**src/rtl/j1_boot_loader.sv**
```systemverilog
// Boot sequencer for the j1 core: holds the CPU in reset, loads a framed image
// from a byte stream into code RAM, verifies an 8-bit sum, then releases the CPU.
module j1_boot_loader #(
  parameter int          AW            = 14,
  parameter logic [7:0]  MAGIC         = 8'hA5,
  parameter int          RELEASE_DELAY = 4
) (
  input  logic          clk,
  input  logic          reset,
  input  logic          in_valid,
  input  logic [7:0]    in_data,
  output logic          in_ready,
  input  logic          boot_skip,
  input  logic          reload_req,
  output logic          wr_en,
  output logic [AW-1:0] wr_addr,
  output logic [15:0]   wr_data,
  output logic          cpu_reset,
  output logic          done,
  output logic          err
);

  typedef enum logic [3:0] {
    S_SYNC, S_LEN_LO, S_LEN_HI, S_DATA_LO, S_DATA_HI, S_CSUM, S_HOLD, S_RUN, S_ERROR
  } state_t;

  localparam logic [16:0] MAX_LEN = 17'd1 << AW;

  state_t          r_state;
  state_t          w_state_next;
  logic [7:0]      r_len_lo;
  logic [15:0]     r_len;
  logic [7:0]      r_data_lo;
  logic [AW:0]     r_word_cnt;
  logic [7:0]      r_csum;
  logic [7:0]      r_hold_cnt;
  logic            r_wr_en;
  logic [AW-1:0]   r_wr_addr;
  logic [15:0]     r_wr_data;

  logic            w_in_ready;
  logic            w_accept;
  logic [16:0]     w_len;
  logic [AW:0]     w_cnt_inc;
  logic            w_last_word;

  assign w_accept    = in_valid & w_in_ready;
  assign w_len       = {1'b0, in_data, r_len_lo};
  assign w_cnt_inc   = r_word_cnt + 1'b1;
  assign w_last_word = (17'(w_cnt_inc) == 17'(r_len));

  // A pending reload blocks the byte so it is left for the restarted frame.
  always_comb begin
    w_in_ready = 1'b0;
    case (r_state)
      S_SYNC:                                           w_in_ready = ~boot_skip;
      S_LEN_LO, S_LEN_HI, S_DATA_LO, S_DATA_HI, S_CSUM: w_in_ready = ~reload_req;
      default:                                          w_in_ready = 1'b0;
    endcase
  end

  always_comb begin
    w_state_next = r_state;
    if (reload_req && (r_state != S_SYNC)) begin
      w_state_next = S_SYNC;
    end else begin
      case (r_state)
        S_SYNC: begin
          if (boot_skip)                          w_state_next = S_HOLD;
          else if (w_accept && in_data == MAGIC)  w_state_next = S_LEN_LO;
        end
        S_LEN_LO:  if (w_accept) w_state_next = S_LEN_HI;
        S_LEN_HI: begin
          if (w_accept) begin
            if (w_len > MAX_LEN)      w_state_next = S_ERROR;
            else if (w_len == 17'd0)  w_state_next = S_CSUM;
            else                      w_state_next = S_DATA_LO;
          end
        end
        S_DATA_LO: if (w_accept) w_state_next = S_DATA_HI;
        S_DATA_HI: if (w_accept) w_state_next = w_last_word ? S_CSUM : S_DATA_LO;
        S_CSUM:    if (w_accept) w_state_next = (in_data == r_csum) ? S_HOLD : S_ERROR;
        S_HOLD:    if (r_hold_cnt == 8'(RELEASE_DELAY)) w_state_next = S_RUN;
        default:   w_state_next = r_state;
      endcase
    end
  end

  always_ff @(posedge clk) begin
    if (reset) r_state <= S_SYNC;
    else       r_state <= w_state_next;
  end

  always_ff @(posedge clk) begin
    if (reset) begin
      r_len_lo   <= '0;
      r_len      <= '0;
      r_data_lo  <= '0;
      r_word_cnt <= '0;
      r_csum     <= '0;
      r_hold_cnt <= '0;
      r_wr_en    <= 1'b0;
      r_wr_addr  <= '0;
      r_wr_data  <= '0;
    end else begin
      r_wr_en <= 1'b0;
      // Counter is zero on HOLD entry; RUN is reached after RELEASE_DELAY+1 HOLD cycles.
      if (r_state != S_HOLD) r_hold_cnt <= '0;
      else                   r_hold_cnt <= r_hold_cnt + 8'd1;
      if (w_accept) begin
        case (r_state)
          S_SYNC: begin
            if (in_data == MAGIC) begin
              r_csum     <= '0;
              r_word_cnt <= '0;
            end
          end
          S_LEN_LO: begin
            r_len_lo <= in_data;
            r_csum   <= r_csum + in_data;
          end
          S_LEN_HI: begin
            r_len  <= {in_data, r_len_lo};
            r_csum <= r_csum + in_data;
          end
          S_DATA_LO: begin
            r_data_lo <= in_data;
            r_csum    <= r_csum + in_data;
          end
          S_DATA_HI: begin
            r_wr_en    <= 1'b1;
            r_wr_addr  <= r_word_cnt[AW-1:0];
            r_wr_data  <= {in_data, r_data_lo};
            r_word_cnt <= w_cnt_inc;
            r_csum     <= r_csum + in_data;
          end
          default: ;
        endcase
      end
    end
  end

  assign in_ready  = w_in_ready;
  assign wr_en     = r_wr_en;
  assign wr_addr   = r_wr_addr;
  assign wr_data   = r_wr_data;
  assign cpu_reset = (r_state != S_RUN);
  assign done      = (r_state == S_RUN);
  assign err       = (r_state == S_ERROR);

endmodule

```
**config.mk**
```make
export PLATFORM = sky130hd
export DESIGN_NAME = j1_boot_loader
export DESIGN_NICKNAME = d
export VERILOG_FILES = /design/src/rtl/j1_boot_loader.sv
export SDC_FILE = /design/constraint.sdc
export NUM_CORES = 1
export LEC_CHECK = 0
export BUFFER_PORTS_ARGS = -buffer_cell sky130_fd_sc_hd__buf_4
export CAP_MARGIN = 20
export CORE_ASPECT_RATIO = 0.8
export CORE_MARGIN = 2
export CORE_UTILIZATION = 60
export CTS_BUF_LIST = sky130_fd_sc_hd__clkbuf_4
export DETAILED_ROUTE_END_ITERATION = 10
export HOLD_SLACK_MARGIN = 0.02
export PLACE_DENSITY = 0.81
export SETUP_SLACK_MARGIN = 0.3
export SLEW_MARGIN = 10
export SYNTH_ARGS = -nofsm -noshare
export SYNTH_HDL_FRONTEND = slang
export SYNTH_SLANG_ARGS = --single-unit
export TNS_END_PERCENT = 5
```
**constraint.sdc**
```tcl
create_clock -name clk -period 3.1 [get_ports clk]
set_input_delay 0 -clock clk [delete_from_list [all_inputs] [get_ports clk]]
set_output_delay 0 -clock clk [all_outputs]
set_load 0.05 [all_outputs]
```
==> flow_metrics.tcl <==
set metrics [dict create \
    instances_no_fill 735 \
    nNetsFinal 647 \
    synth_warnings 0 \
    synth_enable_flop_cells 0 \
    track_usage_pct 26.96 \
    reg2reg_to "r_state[0]$_SDFFE_PP0P_" \
    post_cts_buffers 0 \
    rsz0062_at_grt "false" \
    first_pass_iters 6 \
    rows 29 \
    synth_ff_type "dfxtp_1" \
    synth-xor-area-share_pct 5.396 \
    rrSetupSlack_ns 0.45 \
    h-tree-depth 3 \
    drv_slew 0 \
    worstMarginPinSlew_ns 0.8004 \
    reg2reg_depth 7 \
    syn-num-nets 606 \
    portBuffers 47 \
    synthCells 582 \
    cap_violations 0 \
    synth_simple_gate_area_share_pct 24.92 \
    finalPower_mw 2.785 \
    synth.yosys.seq_area_share_pct 40.29 \
    die_area_um2 8858 \
    endpoint "r_state[0]$_SDFFE_PP0P_" \
    avgViaCountPerCell 5.899 \
    setup_slack_ns 0.4499 \
    path_clk_slew_ns 0.16 \
    power_density_nw_per_um2 509.9 \
    cts_tree "done" \
    drc 0 \
    start_util_pct 61.56 \
    hold_viol 0 \
    clk_path_buf_depth 2 \
    synth_common_cells "dfxtp_1 (98), nand2_1 (76), nor2_1 (72), a21oi_1 (51), mux2i_1 (33)" \
    synth_top_family_by_area "simple AND/OR/NAND/NOR gates" \
    drt-wirelength-per-cell_um 16.00 \
    overflow 0 \
    drt_iter0_drc 367 \
    finClkSkew_ns 0.01490 \
    clk-insertion-delay-late_ns 0.47 \
    grt_pass1_vias 3809 \
    wl_um 11760 \
    synth_top_area_share_pct 40.29 \
    fin_crit_ns 2.650 \
    power.leakage_nw 2.178 \
    syn_area_per_cell_um2 8.367 \
    hpwl_um 8283 \
    core-area_um2 7910 \
    dpl_cell_area_um2 5239 \
    critPathLaunchType "flop" \
    endpoint_kind "flop" \
    hp-class "in2reg" \
    fillers 650 \
    antenna_found_initial 0 \
    required_ns 3.46 \
    routed-via-count 4336 \
    dp_cells 710 \
    grt_pass1_wl_um 19140 \
    syn-cell-area_um2 4870 \
    final.setup.tns_ns 0 \
    synth-async-reset-ratio_pct 0 \
    synth_mux_area_share_pct 6.783 \
    ir_drop_v 0.0004121 \
    cts_root_buf "clkbuf_4" \
    outcome "complete, no violations" \
    synth_area_leader_cell "dfxtp_1" \
    path_max_fanout 15 \
    areaGrowthSynthToFinish_pct 12.15 \
    place_congestion 0.9209 \
    critPathKind "reg2reg" \
    max_slew_margin_pct 46.40 \
    pin_count 48 \
    antenna_cells 0 \
    fin_area_um2 5461 \
    timing.rr.start "r_state[2]$_SDFFE_PP0P_" \
    min_period_over_period_pct 85.49 \
    whs_ns 0.07580 \
    synth_cell_type_count 61 \
    drive_gt1_share_pct 14.19 \
    arrival_ns 3.01 \
    die_w_um 104.7 \
    synthTopCellsByArea "dfxtp_1 (40%), mux2i_1 (6.8%), nand2_1 (5.9%)" \
    place_ws_ns 0.6608 \
    clkSinkCount 98 \
    cts_buffers 9 \
    ys_seq_elements 98 \
    synth_adder_area_share_pct 2.980 \
    cp-startpoint "r_state[2]$_SDFFE_PP0P_" \
    post-route-util_pct 69.04 \
    fmax_mhz 377.4 \
    synth_compound_area_share_pct 14.72 \
    die_h_um 84.58 \
    yosysMostFrequentCell "dfxtp_1" \
    grt_start_max_net_pins 80 \
    setup_viol 0 \
    antenna_left 0 \
]
## how the worst min path moves through the flow
| stage | cells after the start | endpoint | from |
|---|---|---|---|
| 6_report | 3 | r_csum[7]$_SDFFE_PP0P_ | reset |
| 3_3_place_gp | 3 | wr_data[9]$_SDFFE_PP0P_ | in_data[1] |
| 3_5_place_dp | 3 | wr_data[9]$_SDFFE_PP0P_ | in_data[1] |
| 2_1_floorplan | 2 | wr_data[10]$_SDFFE_PP0P_ | in_data[2] |
| 4_1_cts | 3 | r_csum[7]$_SDFFE_PP0P_ | reset |
| 5_1_grt | 3 | r_csum[7]$_SDFFE_PP0P_ | reset |
## cell families (layout without fill, tap and decap cells)
kind of cell	Yosys count	count (layout)
adder cells (fa/ha/maj)	11	11
AND/OR/NAND/NOR	243	243
XOR/XNOR	30	30
AO/OA/AOI/OAI	117	117
multiplexers	33	33
buffers and inverters	50	95
flip-flops	98	98
## power by group
part / total (mW) / internal, mW / switching, mW
Clock: 0.634 / 0.171 / 0.464
Combinational: 0.734 / 0.288 / 0.446
Sequential: 1.42 / 1.33 / 0.0908
## layout make-up
type                    count  area [um^2]  share of cell area [%]
flip-flops and latches     98         1964                   35.97
inverters                  14        52.55                  0.9622
clock buffers               9        67.56                   1.237
multi-input cells         434         2669                   48.87
clock inverters             6        52.55                  0.9622
repair buffers             66        520.5                   9.530
well taps                 108        135.1                   2.474
## layer usage
layer  part of all wire [%]  wire length, um  vias up  GRT usage, %
li1                       -                -     2119             -
met1                     46             5457     2036         38.40
met2                     45             5291      165         41.32
met3                    7.2              850       16         6.211
met4                    1.4              161        0         7.273
met5                      0                0        -             0
## cells in the final DEF, fill, tap and decap left out, drive strengths merged, types with 6 or more instances in the layout
cell type    netlist  final
ha                10     10
dlygate4sd3        0     10
xnor2             17     17
and2               8      8
dfxtp             98     98
nand4             11     11
nor3              11     11
a21oi             51     51
xor2              13     13
inv               14     16
buf               19     56
nand3             16     16
nor4               6      6
nor2b              6      6
clkbuf            17      9
o21ai             24     24
mux2i             33     33
a31oi              7      7
and3               9      9
nand2             77     77
nor2              72     72
## registers in the layout, indices dropped and copies added (netlist names)
| register | count |
|---|---|
| wr_en | 1 |
| r_csum | 8 |
| r_hold_cnt | 8 |
| r_data_lo | 8 |
| wr_data | 16 |
| r_len_lo | 8 |
| r_word_cnt | 15 |
| r_len | 16 |
| r_state | 4 |
| wr_addr | 14 |
## what timing repair did
item,in CTS,in global routing
setup endpoints to repair,0,1
endpoints found under the hold margin,37,0
hold buffers,10,0
gates resized for setup,0,2
## worst max-delay path: stages, from the launching register on
cell and delay (ns):
dfxtp_1 0.49, nor2_1 0.34, nand2_1 0.17, or3b_2 0.52
a21o_1 0.20, a32oi_1 0.18, a21oi_1 0.08, dlygate4sd3_1 0.57
Power figures use the tool's default switching activity.
